===== config.mk =====
export PLATFORM = sky130hd
export DESIGN_NAME = seq_loader
export DESIGN_NICKNAME = d
export VERILOG_FILES = /design/src/rtl/seq_pkg.sv /design/src/rtl/seq_beat_packer.sv /design/src/rtl/seq_loader.sv
export SDC_FILE = /design/constraint.sdc
export NUM_CORES = 1
export LEC_CHECK = 0
export CAP_MARGIN = 30
export CORE_ASPECT_RATIO = 2
export CORE_MARGIN = 2
export CORE_UTILIZATION = 30
export CTS_BUF_LIST = sky130_fd_sc_hd__clkbuf_4
export CTS_CLUSTER_SIZE = 28
export DETAILED_ROUTE_END_ITERATION = 6
export PLACE_DENSITY_LB_ADDON = 0.15
export RECOVER_POWER = 50
export REMOVE_ABC_BUFFERS = 1
export SETUP_SLACK_MARGIN = 0.1
export SLEW_MARGIN = 10
export SYNTH_ARGS = -nofsm -noshare
export SYNTH_HDL_FRONTEND = slang
export SYNTH_SLANG_ARGS = --single-unit

===== constraint.sdc =====
create_clock -name clk -period 2.2 [get_ports clk]
set_input_delay 0.66 -clock clk [delete_from_list [all_inputs] [get_ports clk]]
set_output_delay 0.66 -clock clk [all_outputs]
set_load 0.05 [all_outputs]

===== src/rtl/seq_pkg.sv =====
// rtl/seq_pkg.sv - shared field widths, beat layout, loader states and instruction struct
package seq_pkg;

  localparam int FLG_W  = 64;
  localparam int OP_W   = 4;
  localparam int DATA_W = 20;
  localparam int TIME_W = 32;
  localparam int WORD_W = FLG_W + OP_W + DATA_W + TIME_W;

  localparam int BEAT_W = 32;

  // Host beat placement inside the 120-bit word; the last beat only carries 24 bits
  localparam int BEAT0_HI = 119;
  localparam int BEAT0_LO = 88;
  localparam int BEAT1_HI = 87;
  localparam int BEAT1_LO = 56;
  localparam int BEAT2_HI = 55;
  localparam int BEAT2_LO = 24;
  localparam int BEAT3_HI = 23;
  localparam int BEAT3_LO = 0;

  typedef enum logic [1:0] {
    ST_IDLE    = 2'd0,
    ST_COLLECT = 2'd1,
    ST_WRITE   = 2'd2
  } load_state_t;

  typedef struct packed {
    logic [FLG_W-1:0]  flg;
    logic [OP_W-1:0]   op_code;
    logic [DATA_W-1:0] data;
    logic [TIME_W-1:0] time_arg;
  } seq_instr_t;

endpackage


===== src/rtl/seq_beat_packer.sv =====
// rtl/seq_beat_packer.sv - assembles four 32-bit host beats into one instruction word
module seq_beat_packer
  import seq_pkg::*;
(
  input  logic              clk,
  input  logic              reset,
  input  logic              accept,
  input  logic              clear,
  input  logic [BEAT_W-1:0] data,
  output logic [WORD_W-1:0] word,
  output logic              word_valid
);

  logic [1:0] beat_cnt;

  // Final beat is being taken this cycle; the full word is visible from the next cycle
  assign word_valid = accept & ~clear & (beat_cnt == 2'd3);

  // Beat counter and assembly register; clear discards any partial word
  always_ff @(posedge clk or negedge reset) begin
    if (!reset) begin
      beat_cnt <= 2'd0;
      word     <= '0;
    end else if (clear) begin
      beat_cnt <= 2'd0;
    end else if (accept) begin
      case (beat_cnt)
        2'd0:    word[BEAT0_HI:BEAT0_LO] <= data;
        2'd1:    word[BEAT1_HI:BEAT1_LO] <= data;
        2'd2:    word[BEAT2_HI:BEAT2_LO] <= data;
        default: word[BEAT3_HI:BEAT3_LO] <= data[BEAT3_HI-BEAT3_LO:0];
      endcase
      beat_cnt <= beat_cnt + 2'd1;
    end
  end

endmodule


===== src/rtl/seq_loader.sv =====
// rtl/seq_loader.sv - host loader into instruction RAM with decoder-priority port sharing
module seq_loader #(
  parameter int ADDR_SIZE = 16,
  parameter int WORD_W    = 120
) (
  input  logic                 clk,
  input  logic                 reset,
  input  logic                 load_start,
  input  logic [ADDR_SIZE-1:0] load_base,
  input  logic [ADDR_SIZE-1:0] load_count,
  input  logic                 abort,
  input  logic                 wr_valid,
  input  logic [31:0]          wr_data,
  output logic                 wr_ready,
  input  logic                 dec_run,
  input  logic [ADDR_SIZE-1:0] dec_addr,
  output logic [ADDR_SIZE-1:0] ram_addr,
  output logic                 ram_we,
  output logic [WORD_W-1:0]    ram_wdata,
  output logic                 busy,
  output logic                 done,
  output logic                 err
);
  import seq_pkg::*;

  localparam logic [ADDR_SIZE-1:0] ADDR_ONE = ADDR_SIZE'(1);

  load_state_t          state;
  logic [ADDR_SIZE-1:0] count_q;
  logic [ADDR_SIZE-1:0] word_idx;
  logic [ADDR_SIZE-1:0] wr_addr;
  logic [ADDR_SIZE:0]   end_addr;
  logic                 range_bad;
  logic                 last_word;
  logic                 beat_accept;
  logic                 pack_clear;
  logic                 word_done;

  // One past the last address, kept one bit wider so a load ending exactly at the top is legal
  assign end_addr  = {1'b0, load_base} + {1'b0, load_count};
  assign range_bad = end_addr[ADDR_SIZE] & (|end_addr[ADDR_SIZE-1:0]);

  assign last_word   = (word_idx + ADDR_ONE) == count_q;
  assign wr_ready    = (state == ST_COLLECT);
  assign beat_accept = wr_valid & wr_ready;
  // Holding the packer cleared while idle starts every load at beat 0
  assign pack_clear  = abort | (state == ST_IDLE);

  // The decoder sees the RAM in every cycle except the single write cycle
  assign ram_addr = ram_we ? wr_addr : dec_addr;

  seq_beat_packer u_packer (
    .clk        (clk),
    .reset      (reset),
    .accept     (beat_accept),
    .clear      (pack_clear),
    .data       (wr_data),
    .word       (ram_wdata),
    .word_valid (word_done)
  );

  // Load FSM: start/abort handling, write scheduling around dec_run, address counter
  always_ff @(posedge clk or negedge reset) begin
    if (!reset) begin
      state    <= ST_IDLE;
      busy     <= 1'b0;
      done     <= 1'b0;
      err      <= 1'b0;
      ram_we   <= 1'b0;
      count_q  <= '0;
      word_idx <= '0;
      wr_addr  <= '0;
    end else begin
      done   <= 1'b0;
      err    <= 1'b0;
      ram_we <= 1'b0;
      if (state != ST_IDLE && abort) begin
        state <= ST_IDLE;
        busy  <= 1'b0;
        err   <= 1'b1;
      end else begin
        case (state)
          ST_IDLE: begin
            if (load_start) begin
              if (load_count == '0) begin
                done <= 1'b1;
              end else if (range_bad) begin
                err <= 1'b1;
              end else begin
                count_q  <= load_count;
                wr_addr  <= load_base;
                word_idx <= '0;
                busy     <= 1'b1;
                state    <= ST_COLLECT;
              end
            end
          end
          ST_COLLECT: begin
            err <= load_start;
            if (word_done) begin
              state <= ST_WRITE;
              // With the RAM free, the write is issued for the very next cycle
              if (!dec_run) begin
                ram_we <= 1'b1;
                done   <= last_word;
              end
            end
          end
          ST_WRITE: begin
            err <= load_start;
            if (ram_we) begin
              word_idx <= word_idx + ADDR_ONE;
              wr_addr  <= wr_addr + ADDR_ONE;
              if (last_word) begin
                state <= ST_IDLE;
                busy  <= 1'b0;
              end else begin
                state <= ST_COLLECT;
              end
            end else if (!dec_run) begin
              ram_we <= 1'b1;
              done   <= last_word;
            end
          end
          default: begin
            state <= ST_IDLE;
            busy  <= 1'b0;
          end
        endcase
      end
    end
  end

endmodule


==> results of run 1 <==
==> area by class of cell <==
class | count | area [um2] | share of cell area, %
antenna | 1 | 2.50 | 0.0174
timing repair buffer | 454 | 3920 | 27.3
multi-input combinational | 546 | 5190 | 36.2
inverter | 20 | 75.1 | 0.523
tap | 364 | 455 | 3.18
clock buffer | 17 | 128 | 0.890
sequential | 176 | 4410 | 30.7
clock inverter | 15 | 164 | 1.14
==> path summary, 6_finish.rpt <==
kind / from / end / slack (ns) / cells after the start
min in group asynchronous: reset / u_packer.word[113] / 0.72 / 2
max: load_count[0] / word_idx[4] / -1.22 / 17
min: load_base[0] / wr_addr[0] / 0.38 / 3
max reg2reg: state[1] / word_idx[4] / -0.25 / 10
max in group asynchronous: reset / ram_we / 0.27 / 3
min reg2reg: u_packer.word[73] / u_packer.word[73] / 0.52 / 1
==> sequential cells by signal, indices dropped and copies added, names as in the netlist <==
register           count
u_packer.beat_cnt      2
state                  2
count_q               16
u_packer.word        120
busy                   1
word_idx              16
done                   1
err                    1
wr_addr               16
ram_we                 1
==> placed cells by master, fill, tap and decap left out, types with 11 or more instances in the layout <==
cell type,netlist,final
clkdlybuf4s50_1,0,65
nor2_1,26,25
mux2_2,137,120
o21ai_2,1,14
buf_6,3,24
buf_4,1,206
nor3_1,31,21
buf_12,0,24
inv_1,18,18
dfrtp_1,176,174
clkbuf_4,0,18
clkbuf_2,0,35
and3_1,14,11
nand3_1,25,20
nand4_1,11,11
mux2_4,0,33
buf_2,2,64
dlygate4sd2_1,0,14
a21oi_1,25,20
ha_1,27,16
nand2_1,40,35
xnor2_1,21,20
==> routing by layer <==
layer / wire (um) / track usage, % / up-vias / share of wire [%]
met5: 0 / 0 / - / 0
met1: 10300 / 18.0 / 4038 / 33
li1: - / - / 3752 / -
met4: 1300 / 8.79 / 0 / 4.2
met2: 18200 / 39.5 / 220 / 59
met3: 1280 / 3.87 / 58 / 4.1
==> synthesized netlist by cell type (all sizes together) (11+ instances only) <==
library cell	count
a21oi	26
nand2	40
inv	19
clkbuf	24
nand4	11
mux2	153
nor3	31
buf	15
ha	27
dfrtp	176
nand3	25
nor2	26
a211oi	11
o21ai	31
xnor2	21
and3	14
==> logic make-up (layout without fill, tap and decap cells) <==
logic type | after synthesis | after routing | share of synthesized area (%)
fa+ha+maj | 28 | 28 | 3.97
xor+xnor | 31 | 31 | 3.01
mux | 163 | 163 | 20.2
buf+inv | 59 | 506 | 2.77
other cells | 0 | 1 | 0
flops | 176 | 176 | 48.8
simple gates | 192 | 192 | 11.2
compound gates | 132 | 132 | 10.0
==> power by group <==
part	internal [W]	switching [W]	total [W]	leakage [nW]
sequential	0.00415	0.000635	0.00479	2.30
combinational	0.00272	0.00422	0.00694	4.62
clock	0.000613	0.00130	0.00191	0.153
==> worst reg2reg max path: cells and delay by family (launching register included) <==
kind	cells	cell delay (ns)
and+or+nand+nor	4	1.02
buffers and inverters	4	0.56
DFF	1	0.43
adders and majority gates	1	0.27
AOI/OAI and AO/OA	1	0.13
==> timing repair <==
| action | CTS | global route |
|---|---|---|
| pin swaps | 52 | 27 |
| resized for setup | 481 | 99 |
| hold buffers | 1 | 0 |
| gates cloned | 8 | 1 |
| endpoints found under the hold margin | 34 | 0 |
| setup buffers | 30 | 17 |
| setup endpoints to repair | 135 | 195 |
==> stage by stage <==
step / utilization, % / cells / setup slack (ns)
after floorplan: - / 742 / -2.15
after global placement: 43.9 / 1507 / -2.34
after detailed placement: 43.9 / 1507 / -2.36
after CTS: 47.8 / 1578 / -1.12
after global routing: 48.6 / 1593 / -1.20
final: 48.6 / 1593 / -1.22
==> flow_metrics.py, run 1 <==
metrics = {
    "logic_synthesis": {
        "synth_area_leaders": "dfrtp_1 (49%), mux2_2 (17%), ha_1 (3.7%), xnor2_1 (2.0%), mux2_1 (2.0%)",
        "synth_cells": 781,
        "async_reset_ff_share_pct": 100,
        "synth_top_area_share_pct": 48.8,
        "ys_warn_count": 0,
        "synth-seq-cells": 176,
        "yosys.area.top_type": "dfrtp_1",
        "ys_types": 68,
        "dominantRegCellSynth": "dfrtp_1",
        "synth-edff-count": 0,
        "synth-seq-area-share_pct": 48.8,
        "syn_avg_cell_area_um2": 11.5,
        "netlist_area_mm2": 0.00902,
    },
    "grt": {
        "grt_overflow": 0,
        "grt_max_degree": 61,
        "grt_pass1_wl_mm": 47.8,
        "track_usage_pct": 19.5,
        "antenna_found_initial": 1,
        "grt_pass1_vias": 8551,
    },
    "worst_setup_path": {
        "cpPeakStageDelay_ns": 0.55,
        "slowest_stage": "or4_4",
        "end_kind": "register",
        "crit_chain": "buf_8 -> ha_4 -> fa_2 -> a21oi_2 -> o22ai_1 -> or4_4 -> a2111oi_4 -> buf_4 -> nand4_1 -> buf_4 -> nor4_4 -> buf_4 -> a22oi_2 -> buf_6 -> buf_12 -> or4_4 -> nand3_2",
        "cp_common_cell": "buf_4",
        "path_buf_inv": 6,
        "path_class": "input port to register",
        "required_ns": 2.75,
        "crit_family": "simple AND/OR/NAND/NOR gates",
        "worstSetupStartpointType": "input port",
        "cp_max_fo": 7,
        "cp.arrival_ns": 3.97,
    },
    "power": {
        "p_per_area_mw_per_mm2": 951,
        "p_leak_nw": 7.07,
        "peakVddDrop_mv": 0.350,
        "fin_total_pwr_w": 0.0136,
    },
    "floorplan": {
        "die_x_um": 127,
        "die_y_um": 249,
        "die_area_mm2": 0.0316,
        "io-pin-count": 227,
        "rows": 89,
        "core_mm2": 0.0295,
        "start_util_pct": 30.6,
    },
    "timing": {
        "rsz0062_at_grt": "true",
        "period_share_pct": 155,
        "tightest_slew_ns": 0.954,
        "slew_viol_final": 0,
        "clock.fmax_mhz": 293,
        "fin_skew_ns": 0.0264,
        "min_period_ns": 3.42,
        "slew-limit-headroom_pct": 36.4,
        "setup_viol": 71,
        "hold_viol": 0,
        "final.setup.tns_ns": -62.49,
        "fin_hold_ws_ns": 0.377,
        "worst_slack_ns": -1.22,
    },
    "clock_network": {
        "h-tree-depth": 4,
        "insertion_delay_ns": 0.61,
        "numCtsBuffers": 17,
        "clk_pin_slew_ns": 0.15,
        "cts_tree": "yes",
        "cts_sinks": 176,
        "cts.path.max_buffers": 2,
        "cts-root-buf": "clkbuf_4",
    },
    "placement": {
        "hpwl_mm": 21.8,
        "placed_cell_area_mm2": 0.0130,
        "io_buffers": 226,
        "place_congestion": 0.857,
    },
    "drt": {
        "route.detailed.drc": 0,
        "vias_per_cell": 5.06,
        "firstDrtPassIters": 4,
        "wire_per_inst_um": 19.5,
        "wl_mm": 31.0,
        "vias": 8068,
        "drt_iter0_drc": 271,
        "drtAntennaViolNets": 0,
    },
    "outcome": {
        "status": "finished, violations left",
        "violations": "negative setup slack",
    },
    "hold_path": {
        "hold_class": "input port to register",
    },
    "finish": {
        "fillers": 2747,
        "nets": 1329,
        "design_area_mm2": 0.0143,
        "syn_to_final_growth_pct": 59.0,
        "drive_gt1_share_pct": 54.2,
    },
    "flow_run": {
        "cap_violations": 0,
    },
}
Power figures use the tool's default switching activity.
==> run 2: changes to the inputs <==
Settings changed: ABC_AREA from default to 1, CORE_MARGIN 2 to default.
==> run 2 against run 1 <==
Compared with the run above:
- the flow still finishes with violations (negative setup slack)
- global-route usage increased by 0.75 points
- sequential share of layout area increased by 0.074 points
- register-to-register slack improved by 0.25 ns
- total power up 0.24%
- clock skew is 0.0090 ns higher
- critical path depth increased by 1
- synthesized area up 4.2%
- sequential power fell by 6.3%
- non-clock buffer count decreased by 63
- routed wire length up 1.1%
==> flow_metrics.py, run 2 <==
metrics = {
    "outcome": {
        "status": "finished, violations left",
        "violations": "negative setup slack",
    },
    "placement": {
        "place_congestion": 0.844,
        "place_worst_setup_slack_ns": -1.53,
        "dp_cells": 1914,
        "io_buffers": 226,
        "hpwl_mm": 22.5,
    },
    "clock_network": {
        "cts_sinks": 176,
        "h-tree-depth": 4,
        "clk_pin_slew_ns": 0.15,
        "cts_tree": "yes",
        "numCtsBuffers": 17,
        "cts-root-buf": "clkbuf_4",
        "insertion_delay_ns": 0.62,
        "cts.path.max_buffers": 2,
    },
    "floorplan": {
        "io-pin-count": 227,
        "core_mm2": 0.0309,
        "rows": 91,
        "die_y_um": 252,
        "die_x_um": 127,
        "start_util_pct": 30.5,
        "die_area_mm2": 0.0321,
    },
    "timing": {
        "clock.fmax_mhz": 379,
        "fin_hold_ws_ns": 0.385,
        "fin_skew_ns": 0.0353,
        "hold_viol": 0,
        "slew-limit-headroom_pct": 23.3,
        "rsz0062_at_grt": "true",
        "slew_viol_final": 0,
        "worst_slack_ns": -0.437,
        "setup_viol": 68,
        "min_period_ns": 2.64,
        "period_share_pct": 120,
        "tightest_slew_ns": 1.15,
    },
    "flow_run": {
        "cap_violations": 0,
    },
    "hold_path": {
        "min_from": "load_count[0]",
        "hold_class": "input port to register",
        "holdPathStages": 4,
        "min_to": "count_q[0]",
    },
    "finish": {
        "fillers": 3096,
        "nets": 1659,
        "syn_to_final_growth_pct": 52.1,
        "instances_no_fill": 1976,
        "utilization_pct": 46.3,
        "largest_reg_flops": 120,
        "largest_register": "u_packer.word",
        "drive_gt1_share_pct": 32.6,
        "layout_commonest_cell": "nand2_1",
        "mostFrequentLayoutCells": "nand2_1 (335), dfrtp_1 (176), buf_4 (162)",
    },
    "worst_setup_path": {
        "r2r-start": "word_idx[1]",
        "reg2reg_to": "busy",
        "required_ns": 2.73,
        "end_kind": "register",
        "cp.arrival_ns": 3.17,
        "worstRegToRegCells": 13,
        "r2r_slack_ns": 0,
        "worstSetupStartpointType": "input port",
        "cp_max_fo": 13,
        "path_class": "input port to register",
    },
    "logic_synthesis": {
        "synth_area_leaders": "dfrtp_1 (47%), nand2_1 (15%), o21ai_0 (7.3%), inv_1 (5.1%), ha_1 (3.6%)",
        "synth-seq-cells": 176,
        "netlist_area_mm2": 0.00940,
        "synth-seq-area-share_pct": 46.9,
        "synth-edff-count": 0,
        "synth_cells": 1176,
        "ys_types": 39,
        "ys_warn_count": 0,
        "synth_top_area_share_pct": 46.9,
        "yosys-top-cells-count": "nand2_1 (367), dfrtp_1 (176), o21ai_0 (137)",
        "syn_avg_cell_area_um2": 7.99,
        "synth_most_common_cell": "nand2_1",
        "async_reset_ff_share_pct": 100,
        "yosys.area.top_type": "dfrtp_1",
        "dominantRegCellSynth": "dfrtp_1",
    },
    "drt": {
        "vias_per_cell": 4.55,
        "wire_per_inst_um": 15.9,
        "vias": 8985,
        "route.detailed.drc": 0,
        "drtAntennaViolNets": 0,
        "drt_iter0_drc": 341,
        "firstDrtPassIters": 5,
        "wl_mm": 31.4,
    },
    "power": {
        "p_leak_nw": 7.35,
        "clkPwrFrac_pct": 14.9,
        "pwr-share-comb_pct": 52.3,
        "p_per_area_mw_per_mm2": 956,
        "p_seq_share_pct": 32.9,
        "p_sw_w": 0.00613,
        "peakVddDrop_mv": 0.346,
        "swShare_pct": 44.8,
        "internal_power_w": 0.00754,
    },
    "grt": {
        "grt_pass1_vias": 9246,
        "grt_pass1_wl_mm": 49.0,
        "grt_max_degree": 49,
        "grt_overflow": 0,
        "track_usage_pct": 20.3,
        "antenna_found_initial": 1,
    },
}
==> run 2: routing by layer <==
metal | GRT usage [%] | vias to the layer above | routed length [um]
met5 | 0 | - | 0
li1 | - | 4498 | -
met1 | 18.7 | 4155 | 10700
met2 | 41.2 | 262 | 18000
met3 | 3.43 | 70 | 1150
met4 | 10.5 | 0 | 1520
==> run 2: layout make-up <==
type	instances	area, um2	share of cell area (%)
antenna	1	2.50	0.0175
clock inverter	13	176	1.23
multi-input combinational	827	4960	34.7
sequential	176	4400	30.8
timing repair buffer	391	3590	25.1
tap	418	523	3.66
clock buffer	18	135	0.945
inverter	132	500	3.50
==> run 2: worst max path at each step <==
stage	slack [ns]	start	depth (start not counted)	endpoint
floorplan	-1.14	load_base[0]	15	word_idx[15]
global placement	-1.53	load_count[0]	17	wr_addr[0]
detailed placement	-1.53	load_count[0]	17	wr_addr[1]
CTS	-0.47	load_count[0]	19	word_idx[14]
global route	-0.45	load_base[10]	19	word_idx[2]
finish	-0.44	load_count[0]	18	word_idx[2]
==> run 2: stage by stage <==
stage	setup TNS [ns]	area (um2)	total power, W
after global placement	-75.62	13100	0.0106
final	-21.61	14300	0.0137
after detailed placement	-76.22	13100	0.0107
after global routing	-28.68	14300	0.0145
after CTS	-23.56	14500	0.0139
after floorplan	-103.13	9190	0.00830
==> run 2: timing repair <==
action                     4_1_cts  5_1_grt
gates resized for setup        485      150
hold endpoints to repair        40        0
hold buffers                     1        0
gates cloned                    12        2
pin swaps                       28       29
buffers inserted                16        2
setup endpoints to repair      151      119
==> run 2: logic make-up after synthesis <==
family / count (synthesis) / synth area share, %
xor gates and xnor gates: 22 / 2.65
and+or+nand+nor: 567 / 26.0
DFF: 176 / 46.9
AOI/OAI and AO/OA: 200 / 12.1
adders and majority gates: 28 / 3.81
muxes: 10 / 1.06
buffers and inverters: 173 / 7.47
==> run 2: power groups by stage <==
stage | clock, W | combinational, W | sequential (W)
floorplan | 0 | 0.00229 | 0.00601
global placement | 0 | 0.00609 | 0.00453
detailed placement | 0 | 0.00616 | 0.00455
CTS | 0.00214 | 0.00729 | 0.00450
global route | 0.00225 | 0.00766 | 0.00458
finish | 0.00203 | 0.00715 | 0.00449
==> run 2: critical path, cell delays in order <==
cell     delay, ns
buf_8         0.10
ha_4          0.16
fa_2          0.43
or2_4         0.24
nor2_4        0.09
nand3_2       0.07
nor2_2        0.11
nand2_1       0.09
nor2_2        0.11
nand2_1       0.07
nor2_2        0.13
nand3_4       0.12
nand3_4       0.10
nand3_4       0.11
buf_12        0.17
buf_8         0.12
buf_16        0.15
o21ai_2       0.12
